<file path="config.mk">
export PLATFORM = sky130hd
export DESIGN_NAME = intersection_scheduler
export DESIGN_NICKNAME = d
export VERILOG_FILES = /design/src/rtl/intersection_scheduler.sv
export SDC_FILE = /design/constraint.sdc
export NUM_CORES = 1
export LEC_CHECK = 0
export BUFFER_PORTS_ARGS = -buffer_cell sky130_fd_sc_hd__buf_4
export CORE_MARGIN = 2
export CORE_UTILIZATION = 45
export CTS_CLUSTER_DIAMETER = 150
export DETAILED_ROUTE_END_ITERATION = 8
export PLACE_DENSITY = 0.74
export SLEW_MARGIN = 15
export SYNTH_ARGS = -nofsm -noshare
export SYNTH_HDL_FRONTEND = slang
export SYNTH_SLANG_ARGS = --single-unit
</file>
<file path="constraint.sdc">
create_clock -name CLK -period 2.16 [get_ports CLK]
set_input_delay 0.108 -clock CLK [delete_from_list [all_inputs] [get_ports CLK]]
set_output_delay 0.108 -clock CLK [all_outputs]
set_load 0.01 [all_outputs]
</file>
<file path="src/rtl/intersection_scheduler.sv">
// intersection_scheduler: six-phase two-road signal sequencer.
// NS is the main road and rests in green; EW is served on latched demand.
// All state advances on the falling edge of CLK; RES clears asynchronously.
module intersection_scheduler #(
   parameter int CW        = 8,
   parameter int MIN_GREEN = 8,
   parameter int EW_GREEN  = 6,
   parameter int YELLOW    = 3,
   parameter int ALLRED    = 1
) (
   input  logic       CLK,
   input  logic       RES,
   input  logic       TICK,
   input  logic       CAR_EW,
   input  logic       PED_REQ,
   input  logic       EMG,
   output logic [1:0] LIGHT_NS,
   output logic [1:0] LIGHT_EW,
   output logic       WALK,
   output logic [2:0] STATE
);

   typedef enum logic [2:0] {
      NS_G = 3'd0,
      NS_Y = 3'd1,
      AR1  = 3'd2,
      EW_G = 3'd3,
      EW_Y = 3'd4,
      AR2  = 3'd5
   } phase_t;

   localparam logic [1:0] RED = 2'b00, GRN = 2'b01, YLW = 2'b10;

   // Last-tick values: a phase of D ticks ends when the timer shows D-1.
   localparam logic [CW-1:0] MG_L = CW'(MIN_GREEN - 1);
   localparam logic [CW-1:0] EG_L = CW'(EW_GREEN - 1);
   localparam logic [CW-1:0] YL_L = CW'(YELLOW - 1);
   localparam logic [CW-1:0] AR_L = CW'(ALLRED - 1);

   phase_t          state, nxt;
   logic [CW-1:0]   timer;
   logic            car_lat, ped_lat, ped_svc;
   logic            ew_entry, svc_n;
   logic [1:0]      ns_n, ew_n;

   assign STATE = state;

   // Next-phase decision from the current phase, timer and demand.
   always_comb begin
      nxt = state;
      case (state)
         NS_G: if (TICK && timer == MG_L && (car_lat || ped_lat) && !EMG) nxt = NS_Y;
         NS_Y: if (TICK && timer == YL_L) nxt = AR1;
         AR1:  if (TICK && timer == AR_L) nxt = EMG ? NS_G : EW_G;
         EW_G: if (EMG || (TICK && timer == EG_L)) nxt = EW_Y;
         EW_Y: if (TICK && timer == YL_L) nxt = AR2;
         AR2:  if (TICK && timer == AR_L) nxt = NS_G;
         default: nxt = AR2;
      endcase
   end

   // Light codes and walk service for the phase being entered, so outputs register with STATE.
   always_comb begin
      ns_n     = RED;
      ew_n     = RED;
      ew_entry = (nxt == EW_G) && (state != EW_G);
      svc_n    = ew_entry ? ped_lat : ped_svc;
      case (nxt)
         NS_G:    ns_n = GRN;
         NS_Y:    ns_n = YLW;
         EW_G:    ew_n = GRN;
         EW_Y:    ew_n = YLW;
         default: ;
      endcase
   end

   // Phase register, phase timer, demand latches and registered outputs.
   always_ff @(negedge CLK or posedge RES) begin
      if (RES) begin
         state    <= AR2;
         timer    <= '0;
         car_lat  <= 1'b0;
         ped_lat  <= 1'b0;
         ped_svc  <= 1'b0;
         LIGHT_NS <= RED;
         LIGHT_EW <= RED;
         WALK     <= 1'b0;
      end else begin
         state <= nxt;
         // NS green timer parks at its last tick so demand can end it on any later tick.
         if (nxt != state)
            timer <= '0;
         else if (TICK && !(state == NS_G && timer == MG_L))
            timer <= timer + 1'b1;
         // A request on the EW_G entry edge survives the clear for the next cycle.
         car_lat  <= CAR_EW  | (car_lat & ~ew_entry);
         ped_lat  <= PED_REQ | (ped_lat & ~ew_entry);
         ped_svc  <= svc_n;
         LIGHT_NS <= ns_n;
         LIGHT_EW <= ew_n;
         WALK     <= (nxt == EW_G) && svc_n && !EMG;
      end
   end

endmodule

</file>
==> impl_metrics.env, run 1 <==
export IMPL_ys_flop_type="dfrtn_1"
export IMPL_rsz0062_at_grt="true"
export IMPL_drc=0
export IMPL_cts_root_buf="clkbuf_4"
export IMPL_clk_insertion_delay_late_ps=360
export IMPL_start_util_pct=47.8
export IMPL_instances_no_fill=169
export IMPL_multi_input_area_um2=646
export IMPL_crit_fanout=5
export IMPL_max_cap_violations=0
export IMPL_synthCells=105
export IMPL_hp_class="reg -> reg"
export IMPL_num_io_pins=14
export IMPL_top_layer_used="met4"
export IMPL_hp_start="car_lat"
export IMPL_drt_met1_wl_mm=1.25
export IMPL_synth_top_area_cell="dfrtn_1"
export IMPL_route_met3_wl_um=84
export IMPL_fin_nets=152
export IMPL_violations="negative setup slack"
export IMPL_synth_nets=115
export IMPL_grt_antenna_before_repair=0
export IMPL_cp_arrival_ps=1570
export IMPL_rr_endpoint="timer[2]"
export IMPL_holdPathStages=1
export IMPL_crit_required_ps=1410
export IMPL_cts_buffers=3
export IMPL_rrSetupSlack_ps=50
export IMPL_route_vias_total=944
export IMPL_drt_total_wl_mm=2.75
export IMPL_fillers=159
export IMPL_grt_max_degree=12
export IMPL_grt_pass1_wl_mm=4.50
export IMPL_rr_worst_depth=6
export IMPL_cts_tree="done"
export IMPL_h_tree_depth=1
export IMPL_area_delta_synth_final_pct=42.0
export IMPL_cts_hold_buf=0
export IMPL_synth_ff_latch_count=19
export IMPL_crit_path_end_kind="register"
export IMPL_synth_area_um2=1070
export IMPL_gr_total_overflow=0
export IMPL_cts_buffer_depth=2
export IMPL_min_to="car_lat"
export IMPL_wl_met2_mm=1.36
export IMPL_worst_path_largest_cell_delay_ps=550
export IMPL_die_h_um=52.7
export IMPL_vias_per_cell=5.59
export IMPL_timing_rr_start="STATE[2]"
export IMPL_wl_per_cell_um=16.2
export IMPL_grt_pass1_vias=951
export IMPL_synth_edf_count=0
export IMPL_ant_nets=0
export IMPL_die_area_um2=2780
export IMPL_synth_cell_types=41
export IMPL_gp_congestion=0.859
export IMPL_skew_ps=58.1
export IMPL_slowest_stage="or4_4"
export IMPL_port_buffers=13
export IMPL_antennaDiodeCount=0
export IMPL_first_pass_iters=4
export IMPL_status="finished with violations"
export IMPL_crit_chain="buf_8, nor4b_4, and3_4, o211a_4, or4_4, a211oi_2"
export IMPL_syn_area_per_cell_um2=10.2
export IMPL_relSlewSlack_pct=72.7
export IMPL_leakage_uw=0.000679
export IMPL_peakVddDrop_uv=721
export IMPL_final_cell_mix="buf_4, dfrtn_1, nor2_1"
export IMPL_whs_ps=447
export IMPL_power_density_nw_per_um2=967
export IMPL_worstSetupStartpointType="primary input"
export IMPL_track_usage_pct=22.9
export IMPL_crit_type="in -> reg"
export IMPL_clkTransAtPathRegs_ps=80
export IMPL_tightest_slew_ps=407
export IMPL_die_w_um=52.7
export IMPL_dp_cells=158
export IMPL_synthArstFlopShare_pct=100
export IMPL_cts_num_sinks=19
export IMPL_drive_gt1_share_pct=46.1
export IMPL_final_common_cell="buf_4"
export IMPL_synth_area_leaders="dfrtn_1, nor2_1, dfstp_2"
export IMPL_rows=17
export IMPL_ys_warn_count=0
export IMPL_final_seq_area_um2=478
export IMPL_core_um2=2230
export IMPL_fin_ws_ps=-163
export IMPL_drtIter0Drc=20
export IMPL_yosysTopAreaCellShare_pct=39.9
export IMPL_yosysSeqAreaShare_pct=44.8
export IMPL_maxSlewViolCount=0
export IMPL_dpl_hpwl_mm=1.86
export IMPL_finalHoldViolations=0
export IMPL_setup_viol=15
## through the flow
step	cell area, um2	TNS (ps)	util [%]	setup WS (ps)	power, uW
2_1_floorplan	1130	-2380	-	-294	874
3_3_place_gp	1360	-5730	60.7	-436	1040
3_5_place_dp	1360	-6240	60.7	-488	1070
4_1_cts	1480	-455	66.1	-127	1430
5_1_grt	1520	-1890	67.8	-207	1550
6_report	1520	-1100	67.8	-163	1470
## report_power, final
group	switching (uW)	internal [uW]	total, uW
registers	60.6	434	495
clock network	137	192	329
logic	323	318	642
total	521	945	1470
## synth_stat cells (2+ instances only)
| cell | instances |
|---|---|
| xnor2_1 | 6 |
| nand4_1 | 2 |
| a211oi_1 | 3 |
| ha_1 | 4 |
| a21oi_1 | 3 |
| a21o_1 | 2 |
| inv_1 | 8 |
| nor2b_1 | 2 |
| dfstp_2 | 2 |
| buf_2 | 2 |
| nand3_1 | 5 |
| nand2_1 | 2 |
| nor2_1 | 15 |
| or2_2 | 2 |
| and2_1 | 2 |
| nor3_1 | 4 |
| dfrtn_1 | 17 |
## layer usage
metal	vias up	track usage (%)
met5	-	0
met4	0	8.55
met3	6	4.29
met2	24	36.9
met1	469	30.3
li1	445	-
## how the worst max path moves through the flow
stage,startpoint,to,slack [ps],depth (start not counted)
floorplan,TICK,timer[0],-290,5
global placement,TICK,timer[1],-440,6
detailed placement,TICK,LIGHT_EW[1],-490,6
CTS,TICK,timer[0],-130,6
global route,TICK,timer[1],-210,6
finish,TICK,timer[0],-160,6
## registers in the layout, summed over array words and instances (netlist names)
signal and count:
STATE 3, ped_svc 1, LIGHT_NS 2, ped_lat 1, WALK 1, LIGHT_EW 2, timer 8, car_lat 1
## final cells by class
type | count | area share (%)
clock buffer | 3 | 1.49
clock inverter | 3 | 2.48
inverter | 7 | 1.73
multi-input combinational | 76 | 42.6
sequential | 19 | 31.5
tap | 28 | 2.31
timing repair buffer | 33 | 17.8
## timing repair
action,in CTS,in global routing
setup endpoints to repair,13,14
gates resized for setup,10,5
setup buffers,3,3
pin swaps,3,8
## cells by family (layout without fill, tap and decap cells)
kind of cell / after synthesis / after routing / synth area share (%)
mux: 2 / 2 / 1.99
fa+ha+maj: 4 / 4 / 4.69
simple gates: 46 / 46 / 26.0
compound gates: 17 / 17 / 13.0
buf+inv: 10 / 46 / 3.75
xor+xnor: 7 / 7 / 5.74
flops: 19 / 19 / 44.8
## critical path: cells and delay by family
family / cells / cell delay [ps]
buffers and inverters: 1 / 100
AO/OA/AOI/OAI: 2 / 470
AND/OR/NAND/NOR: 3 / 890
Note: power is estimated with default switching activity, not from simulation.
==> run 2, diff against run 1 <==
- CORE_ASPECT_RATIO: unset -> 1.5
==> impl_metrics.env, run 2 (same netlist as run 1, synthesis figures left out) <==
export IMPL_cp_arrival_ps=1590
export IMPL_cp_top_family="simple AND/OR/NAND/NOR gates"
export IMPL_relSlewSlack_pct=71.0
export IMPL_first_pass_iters=4
export IMPL_ant_nets=0
export IMPL_grt_pass1_vias=980
export IMPL_wl_per_cell_um=15.5
export IMPL_final_common_cell="buf_4"
export IMPL_finalHoldViolations=0
export IMPL_clk_insertion_delay_late_ps=360
export IMPL_cts_buffer_depth=2
export IMPL_drt_total_wl_mm=2.47
export IMPL_timing_rr_start="STATE[2]"
export IMPL_crit_type="in -> reg"
export IMPL_setup_viol=10
export IMPL_rsz0062_at_grt="true"
export IMPL_crit_cells=6
export IMPL_slowest_stage="or4_4"
export IMPL_port_buffers=13
export IMPL_worstSetupStartpointType="primary input"
export IMPL_leakage_uw=0.000637
export IMPL_drive_gt1_share_pct=42.6
export IMPL_track_usage_pct=19.5
export IMPL_pre_cts_ws_ps=-504
export IMPL_instances_no_fill=159
export IMPL_area_delta_synth_final_pct=34.7
export IMPL_cts_buffers=3
export IMPL_core_um2=2230
export IMPL_holdPathStages=1
export IMPL_worst_path_buf_inv=1
export IMPL_hp_class="reg -> reg"
export IMPL_fillers=200
export IMPL_violations="negative setup slack"
export IMPL_die_h_um=63.6
export IMPL_cts_num_sinks=19
export IMPL_gp_congestion=0.860
export IMPL_dp_cells=151
export IMPL_skew_ps=68.4
export IMPL_drc=0
export IMPL_status="finished with violations"
export IMPL_start_util_pct=47.8
export IMPL_maxSlewViolCount=0
export IMPL_final_cell_mix="buf_4, dfrtn_1, nor2_1"
export IMPL_cts_hold_buf=0
export IMPL_min_to="car_lat"
export IMPL_h_tree_depth=1
export IMPL_peakVddDrop_uv=476
export IMPL_worst_path_largest_cell_delay_ps=550
export IMPL_die_w_um=43.8
export IMPL_route_vias_total=916
export IMPL_dpl_cell_area_um2=1330
export IMPL_num_io_pins=14
export IMPL_grt_pass1_wl_mm=4.17
export IMPL_grt_antenna_before_repair=0
export IMPL_antennaDiodeCount=0
export IMPL_rr_endpoint="timer[2]"
export IMPL_grt_max_degree=13
export IMPL_design_area_um2=1440
export IMPL_cts_root_buf="clkbuf_4"
export IMPL_gr_total_overflow=0
export IMPL_final_util_pct=64.4
export IMPL_fin_ws_ps=-186
export IMPL_hp_start="car_lat"
export IMPL_crit_chain="buf_6, nor4b_4, and3_4, o211a_4, or4_4, a211oi_2"
export IMPL_largest_register_ffs=8
export IMPL_rrSetupSlack_ps=50
export IMPL_vias_per_cell=5.76
export IMPL_clkTransAtPathRegs_ps=80
export IMPL_power_density_nw_per_um2=896
export IMPL_top_register="timer"
export IMPL_crit_required_ps=1400
export IMPL_dpl_hpwl_mm=1.84
export IMPL_fin_nets=147
export IMPL_max_cap_violations=0
export IMPL_rr_worst_depth=6
export IMPL_rows=21
export IMPL_crit_path_end_kind="register"
export IMPL_die_area_um2=2790
export IMPL_tightest_slew_ps=433
export IMPL_drtIter0Drc=30
export IMPL_whs_ps=447
export IMPL_cts_tree="done"
export IMPL_crit_fanout=5
==> run 2: per-stage QoR <==
stage                     total power, uW  TNS (ps)
after floorplan                       874     -2380
after global routing                 1370     -1470
after global placement               1020     -5760
after CTS                            1260      -858
final                                1290      -953
after detailed placement             1040     -6070
==> run 2: power by group <==
group	switching, uW	internal (uW)
clock network	129	77.4
logic	313	277
registers	57.9	434
==> run 2: what timing repair did <==
item	4_1_cts	5_1_grt
pin swaps	1	1
endpoints found under the hold margin	0	0
setup endpoints to repair	11	18
gates resized for setup	5	3
buffers inserted	2	1
==> run 2: layer usage <==
metal	global-route usage [%]	routed length (um)	up-vias	part of all wire, %
met1	23.1	988	465	40
li1	-	-	430	-
met4	5.68	23	0	0.93
met2	35.1	1400	17	57
met3	2.58	60	4	2.4
met5	0	0	-	0
==> run 2: worst max path at each step <==
stage	startpoint	to	slack, ps
floorplan	TICK	timer[0]	-290
CTS	TICK	timer[1]	-170
detailed placement	TICK	timer[1]	-500
global route	TICK	timer[1]	-220
finish	TICK	timer[1]	-190
global placement	TICK	timer[2]	-440
==> run 2: area by class of cell <==
type | instances | area, um2 | share of cell area [%]
multi-input cells | 76 | 641 | 44.6
flip-flops and latches | 19 | 478 | 33.2
repair buffers | 28 | 225 | 15.7
well taps | 23 | 28.8 | 2.00
inverters | 7 | 26.3 | 1.83
clock buffers | 3 | 22.5 | 1.57
clock inverters | 3 | 16.3 | 1.13
==> run 2: worst register-to-register path, stage by stage (launching register included) <==
cell and delay (ps):
dfstp_2 370, buf_4 150, or4_2 620, o31ai_2 400, nor2_1 120, xnor2_1 190
a211oi_2 60
